### src/rtl/multiplier_arbiter_if.sv
// Two-requester operand/result handshake bundle for multiplier_arbiter.
// master drives operands and result-ready; slave is the arbiter side.
interface multiplier_arbiter_if;
  logic        req0_valid;
  logic        req0_ready;
  logic [31:0] req0_a;
  logic [31:0] req0_b;
  logic        req1_valid;
  logic        req1_ready;
  logic [31:0] req1_a;
  logic [31:0] req1_b;
  logic        res0_valid;
  logic        res0_ready;
  logic [63:0] res0_r;
  logic        res1_valid;
  logic        res1_ready;
  logic [63:0] res1_r;

  modport master (
    output req0_valid, req0_a, req0_b, req1_valid, req1_a, req1_b,
    output res0_ready, res1_ready,
    input  req0_ready, req1_ready, res0_valid, res0_r, res1_valid, res1_r
  );

  modport slave (
    input  req0_valid, req0_a, req0_b, req1_valid, req1_a, req1_b,
    input  res0_ready, res1_ready,
    output req0_ready, req1_ready, res0_valid, res0_r, res1_valid, res1_r
  );
endinterface

### src/rtl/multiplier_arbiter.sv
// Round-robin arbiter sharing one 2-stage 32x32 multiplier between two requesters,
// with credit-managed per-requester result FIFOs. Define MULT_ARB_STATS_EN for stat_issued.
module multiplier_pipelined (
  input  logic        clk,
  input  logic [31:0] a,
  input  logic [31:0] b,
  output logic [63:0] p
);
  logic [31:0] a_q;
  logic [31:0] b_q;

  always_ff @(posedge clk) begin
    a_q <= a;
    b_q <= b;
    p   <= {32'b0, a_q} * {32'b0, b_q};
  end
endmodule

module multiplier_arbiter #(
  parameter int FIFO_DEPTH = 2
) (
  input  logic                 clk,
  input  logic                 rst_n,
  multiplier_arbiter_if.slave  bus
`ifdef MULT_ARB_STATS_EN
  ,
  output logic [15:0]          stat_issued
`endif
);
  localparam int CW = $clog2(FIFO_DEPTH + 1);
  localparam int PW = $clog2(FIFO_DEPTH);

  logic [1:0]    in_valid;
  logic [1:0]    out_ready;
  logic [1:0]    out_valid;
  logic [63:0]   out_r   [2];
  logic [CW-1:0] occ     [2];
  logic [1:0]    inflight [2];
  logic [CW-1:0] credit  [2];
  logic [1:0]    elig;
  logic [1:0]    grant;
  logic          xfer;
  logic          xfer_tag;
  logic          last;
  logic [1:0]    vld;
  logic [1:0]    tag;
  logic [1:0]    wr;
  logic [31:0]   mul_a;
  logic [31:0]   mul_b;
  logic [63:0]   prod;

  assign in_valid  = {bus.req1_valid, bus.req0_valid};
  assign out_ready = {bus.res1_ready, bus.res0_ready};

  // Grant only requesters with free credit; ties go to whoever was not served last.
  always_comb begin
    elig[0] = in_valid[0] && (credit[0] != '0);
    elig[1] = in_valid[1] && (credit[1] != '0);
    grant   = 2'b00;
    if (rst_n) begin
      if (elig == 2'b11) grant = last ? 2'b01 : 2'b10;
      else               grant = elig;
    end
  end

  assign xfer     = |grant;
  assign xfer_tag = grant[1];
  assign mul_a    = xfer_tag ? bus.req1_a : bus.req0_a;
  assign mul_b    = xfer_tag ? bus.req1_b : bus.req0_b;

  assign bus.req0_ready = grant[0];
  assign bus.req1_ready = grant[1];

  multiplier_pipelined u_mul (
    .clk (clk),
    .a   (mul_a),
    .b   (mul_b),
    .p   (prod)
  );

  // The valid/tag shadow of the multiplier is the only thing that qualifies FIFO writes.
  always_ff @(posedge clk or negedge rst_n) begin
    if (!rst_n) begin
      vld  <= 2'b00;
      tag  <= 2'b00;
      last <= 1'b1;
    end else begin
      vld <= {vld[0], xfer};
      tag <= {tag[0], xfer_tag};
      if (xfer) last <= xfer_tag;
    end
  end

  for (genvar n = 0; n < 2; n++) begin : g_fifo
    logic [63:0]   mem [FIFO_DEPTH];
    logic [PW-1:0] wp;
    logic [PW-1:0] rp;
    logic [CW-1:0] cnt;
    logic          hv;
    logic [63:0]   hr;
    logic          pop;
    logic          load;
    logic          take_mem;
    logic          bypass;
    logic          push_mem;

    assign wr[n]       = vld[1] && (tag[1] == 1'(n));
    assign inflight[n] = {1'b0, vld[0] && (tag[0] == 1'(n))}
                       + {1'b0, vld[1] && (tag[1] == 1'(n))};
    assign occ[n]      = cnt + CW'(hv);
    assign credit[n]   = CW'(FIFO_DEPTH) - occ[n] - CW'(inflight[n]);
    assign out_valid[n] = hv;
    assign out_r[n]     = hr;

    // Head register refills from storage first, else straight from the multiplier.
    always_comb begin
      pop      = hv && out_ready[n];
      load     = !hv || pop;
      take_mem = load && (cnt != '0);
      bypass   = load && (cnt == '0) && wr[n];
      push_mem = wr[n] && !bypass;
    end

    always_ff @(posedge clk) begin
      if (push_mem) mem[wp] <= prod;
    end

    always_ff @(posedge clk or negedge rst_n) begin
      if (!rst_n) begin
        wp  <= '0;
        rp  <= '0;
        cnt <= '0;
        hv  <= 1'b0;
        hr  <= '0;
      end else begin
        if (push_mem) wp <= (wp == PW'(FIFO_DEPTH - 1)) ? '0 : wp + 1'b1;
        if (take_mem) rp <= (rp == PW'(FIFO_DEPTH - 1)) ? '0 : rp + 1'b1;
        case ({push_mem, take_mem})
          2'b10:   cnt <= cnt + 1'b1;
          2'b01:   cnt <= cnt - 1'b1;
          default: cnt <= cnt;
        endcase
        if (take_mem) begin
          hv <= 1'b1;
          hr <= mem[rp];
        end else if (bypass) begin
          hv <= 1'b1;
          hr <= prod;
        end else if (load) begin
          hv <= 1'b0;
        end
      end
    end
  end

  assign bus.res0_valid = out_valid[0];
  assign bus.res0_r     = out_r[0];
  assign bus.res1_valid = out_valid[1];
  assign bus.res1_r     = out_r[1];

`ifdef MULT_ARB_STATS_EN
  always_ff @(posedge clk or negedge rst_n) begin
    if (!rst_n)                              stat_issued <= '0;
    else if (xfer && stat_issued != 16'hFFFF) stat_issued <= stat_issued + 1'b1;
  end
`endif
endmodule

### src/flat_wrapper.sv
// flat-port wrapper written by rule: the top's interface ports become plain ports
module multiplier_arbiter_flat 
#(
  parameter int FIFO_DEPTH = 2
)
  (clk, rst_n, bus_req0_valid, bus_req0_a, bus_req0_b, bus_req1_valid, bus_req1_a, bus_req1_b, bus_res0_ready, bus_res1_ready, bus_req0_ready, bus_req1_ready, bus_res0_valid, bus_res0_r, bus_res1_valid, bus_res1_r);
  multiplier_arbiter_if bus_i ();
  input  logic clk;
  input  logic rst_n;
  input wire logic [$bits(bus_i.req0_valid)-1:0] bus_req0_valid;
  input wire logic [$bits(bus_i.req0_a)-1:0] bus_req0_a;
  input wire logic [$bits(bus_i.req0_b)-1:0] bus_req0_b;
  input wire logic [$bits(bus_i.req1_valid)-1:0] bus_req1_valid;
  input wire logic [$bits(bus_i.req1_a)-1:0] bus_req1_a;
  input wire logic [$bits(bus_i.req1_b)-1:0] bus_req1_b;
  input wire logic [$bits(bus_i.res0_ready)-1:0] bus_res0_ready;
  input wire logic [$bits(bus_i.res1_ready)-1:0] bus_res1_ready;
  output wire logic [$bits(bus_i.req0_ready)-1:0] bus_req0_ready;
  output wire logic [$bits(bus_i.req1_ready)-1:0] bus_req1_ready;
  output wire logic [$bits(bus_i.res0_valid)-1:0] bus_res0_valid;
  output wire logic [$bits(bus_i.res0_r)-1:0] bus_res0_r;
  output wire logic [$bits(bus_i.res1_valid)-1:0] bus_res1_valid;
  output wire logic [$bits(bus_i.res1_r)-1:0] bus_res1_r;
  assign bus_i.req0_valid = bus_req0_valid;
  assign bus_i.req0_a = bus_req0_a;
  assign bus_i.req0_b = bus_req0_b;
  assign bus_i.req1_valid = bus_req1_valid;
  assign bus_i.req1_a = bus_req1_a;
  assign bus_i.req1_b = bus_req1_b;
  assign bus_i.res0_ready = bus_res0_ready;
  assign bus_i.res1_ready = bus_res1_ready;
  assign bus_req0_ready = bus_i.req0_ready;
  assign bus_req1_ready = bus_i.req1_ready;
  assign bus_res0_valid = bus_i.res0_valid;
  assign bus_res0_r = bus_i.res0_r;
  assign bus_res1_valid = bus_i.res1_valid;
  assign bus_res1_r = bus_i.res1_r;
  multiplier_arbiter #(.FIFO_DEPTH(FIFO_DEPTH)) u_core (.clk(clk), .rst_n(rst_n), .bus(bus_i));
endmodule
### config.mk
export PLATFORM = sky130hd
export DESIGN_NAME = multiplier_arbiter_flat
export DESIGN_NICKNAME = d
export VERILOG_FILES = /design/src/rtl/multiplier_arbiter_if.sv /design/src/rtl/multiplier_arbiter.sv /design/src/flat_wrapper.sv
export SDC_FILE = /design/constraint.sdc
export NUM_CORES = 2
export LEC_CHECK = 0
export BUFFER_PORTS_ARGS = -buffer_cell sky130_fd_sc_hd__buf_2
export CORE_UTILIZATION = 55
export CTS_BUF_LIST = sky130_fd_sc_hd__clkbuf_8
export DETAILED_ROUTE_END_ITERATION = 6
export PLACE_DENSITY = 0.75
export SYNTH_ARGS = -nofsm -noshare
export SYNTH_HDL_FRONTEND = slang
export SYNTH_SLANG_ARGS = --single-unit
### constraint.sdc
create_clock -name clk -period 9.65 [get_ports clk]
set_input_delay 0.4825 -clock clk [delete_from_list [all_inputs] [get_ports clk]]
set_output_delay 0.4825 -clock clk [all_outputs]
set_load 0.01 [all_outputs]
==> flow_metrics.py <==
metrics = {
    "routing": {
        "vias_per_cell": 5.580,
        "via_count": 37120,
        "routed_wl_um": 139900,
        "ant_nets": 0,
        "dr.pass1.iters": 7,
        "drtIter0Drc": 3020,
        "post-route-drc-count": 0,
        "wire_per_inst_um": 21.03,
    },
    "setup_path": {
        "worst_setup_path_end_kind": "flip-flop",
        "worst-path-buf-inv": 4,
        "critPathMaxFanout": 19,
        "crit_type": "reg2reg",
        "worstPathCellList": "buf_4 > nand2_1 > fa_1 > inv_1 > fa_1 > inv_1 > fa_1 > inv_1 > fa_1 > fa_1 > fa_1 > fa_1 > ha_1 > ha_1 > nand4_1 > nor3_1 > nand3_1 > a211oi_1 > nand4b_1 > o221ai_1 > mux2i_1 > a2111oi_0",
        "critPathTopFamily": "adder cells",
        "critical_path_required_ps": 10190,
        "worst_path_most_repeated_cell": "fa_1",
        "slowest_delay_ps": 1180,
        "cp-start-kind": "flip-flop",
        "cp.arrival_ps": 9020,
        "worst_path_max_delay_cell": "dfxtp_1",
    },
    "clock_tree": {
        "ctsResizeCount": 0,
        "cts.path.max_buffers": 3,
        "cts_buffers": 86,
        "clock-root-buffer": "clkbuf_8",
        "insertion_delay_ps": 770,
        "clock_sink_count": 527,
        "cts_tree": "yes",
        "clk_pin_slew_ps": 60,
        "htree_num_levels": 3,
    },
    "logic_synthesis": {
        "synth_top_area_cell": "fa_1",
        "synth_most_common_cell": "fa_1",
        "synth_cell_type_count": 68,
        "synthTopCellsByArea": "fa_1, edfxtp_1, and2_1",
        "synth-seq-area-share_pct": 26.46,
        "syn_area_um2": 52270,
        "synth_nets": 6378,
        "synth-seq-cells": 527,
        "syn_area_per_cell_um2": 10.30,
        "ys.flop_type": "edfxtp_1",
        "synth_commonest_cells": "fa_1, inv_1, nand2_1",
        "synthCells": 5077,
        "synth_edf_count": 256,
        "async_flop_share_pct": 27.13,
        "synth_top_area_share_pct": 34.47,
        "synth-warning-count": 0,
    },
    "timing": {
        "hold_viol_final": 0,
        "setup_tns_ps": 0,
        "rsz0062_at_grt": "no",
        "min_period_over_period_pct": 87.81,
        "fmax_mhz": 118.0,
        "min_period_ps": 8473,
        "slew_violations": 0,
        "worst_hold_slack_ps": 155.5,
        "tightest_slew_ps": 1455,
        "setup_viol": 0,
        "slew_headroom_pct": 2.878,
        "clock_skew_ps": 96.06,
    },
    "grt": {
        "grtUsageTotal_pct": 30.08,
        "grt_overflow_total": 0,
        "first_global_vias": 39560,
        "grt_max_degree": 104,
        "antenna_found_initial": 6,
        "grt_pass1_wl_um": 219400,
    },
    "finish": {
        "area_delta_synth_final_pct": 10.46,
        "drive_gt1_share_pct": 10.64,
        "fin_nets": 6625,
        "finalCoreUtilization_pct": 61.59,
    },
    "hold_path": {
        "min_path_type": "in2reg",
    },
    "run": {
        "maxCapViolations": 0,
    },
    "die": {
        "start_util_pct": 55.76,
        "die-height_um": 310.3,
        "pin_count": 266,
        "die_w_um": 310.3,
        "core-area_um2": 93750,
        "rows": 112,
        "fp.dieArea_um2": 96280,
    },
    "placement": {
        "dp_hpwl_um": 100500,
        "gp_congestion": 0.9455,
        "io_buffers": 265,
    },
    "outcome": {
        "status": "completed",
    },
}
## per-layer routing
metal / routed length (um) / vias up / GRT usage (%)
met2: 64450 / 1742 / 48.36
met1: 57250 / 18810 / 40.16
met3: 13060 / 350 / 6.893
met5: 74 / - / 0
li1: - / 16210 / -
met4: 5084 / 10 / 10.68
## sequential cells by signal, indices dropped and copies added (netlist names)
name,count
u_core.u_mul.b_q,32
u_core.bus.res1_r,64
u_core.bus.res0_r,64
u_core.u_mul.p,64
u_core.g_fifo.wp,2
u_core.g_fifo.cnt,4
u_core.vld,2
u_core.bus.res1_valid,1
u_core.last,1
u_core.bus.res0_valid,1
u_core.u_mul.a_q,32
u_core.g_fifo.rp,2
u_core.tag,2
u_core.g_fifo.mem,256
## cell type report
class | instances | area [um^2]
fill | 7597 | 36010
multi-input combinational | 3377 | 34120
timing repair buffer | 468 | 3179
clock buffer | 98 | 1349
tap | 1254 | 1569
antenna | 1 | 2.502
inverter | 864 | 3243
clock inverter | 63 | 420.4
sequential | 527 | 13860
## path summary, 6_finish.rpt
kind,slack (ps),startpoint,to,depth (start not counted)
setup / recovery,1180,u_core.u_mul.a_q[26],u_core.u_mul.p[63],22
hold / removal,160,bus_req0_valid,u_core.vld[0],3
setup reg to reg,1180,u_core.u_mul.a_q[26],u_core.u_mul.p[63],22
hold reg to reg,390,u_core.vld[0],u_core.vld[1],0
max in group asynchronous,7420,rst_n,u_core.bus.res1_r[23],4
min in group asynchronous,180,rst_n,u_core.bus.res1_r[51],2
## logic make-up after synthesis
family	synth area share, %
AO/OA/AOI/OAI	6.305
XOR/XNOR	1.240
adder cells (fa/ha/maj)	40.86
buffers and inverters	8.454
flip-flops	26.46
multiplexers	1.398
AND/OR/NAND/NOR	15.29
## what timing repair did
action,CTS,global route
setup buffers,0,0
hold buffers,129,0
hold endpoints to repair,79,0
## layout by cell type, fill, tap and decap left out, drive strengths merged, types with 5 or more instances in the layout
cell	instances
a211oi	136
a21boi	5
a21o	51
a21oi	69
a31oi	143
and2	596
and3	6
and4	7
buf	339
clkbuf	98
clkinv	13
dfrtp	142
dfxtp	128
dlygate4sd3	129
edfxtp	256
fa	900
ha	267
inv	906
mux2	64
nand2	737
nand2b	7
nand3	15
nand4	14
nor2	43
nor2b	133
nor3	14
o211ai	7
o21ai	30
o21bai	9
or2	6
xnor2	54
xor2	20
## worst reg2reg max path, cell delays in order (launching register included)
cell and delay (ps):
dfxtp_1 1180, buf_4 390, nand2_1 110, fa_1 580, inv_1 60, fa_1 540
inv_1 50, fa_1 500, inv_1 60, fa_1 550, fa_1 430, fa_1 480
fa_1 630, ha_1 280, ha_1 440, nand4_1 180, nor3_1 550, nand3_1 150
a211oi_1 260, nand4b_1 180, o221ai_1 140, mux2i_1 100, a2111oi_0 470
## stage by stage
stage | area [um^2] | cells | worst slack (ps)
final | 57740 | 6652 | 1177
after global routing | 57740 | 6652 | 852.7
after CTS | 57740 | 6651 | 1140
after detailed placement | 54680 | 6361 | 1243
after global placement | 54680 | 6361 | 1321
after floorplan | 52270 | 5077 | 2758
Power is not shown: default switching activity piles up to over one toggle a cycle in this logic, so the estimate is an artifact.
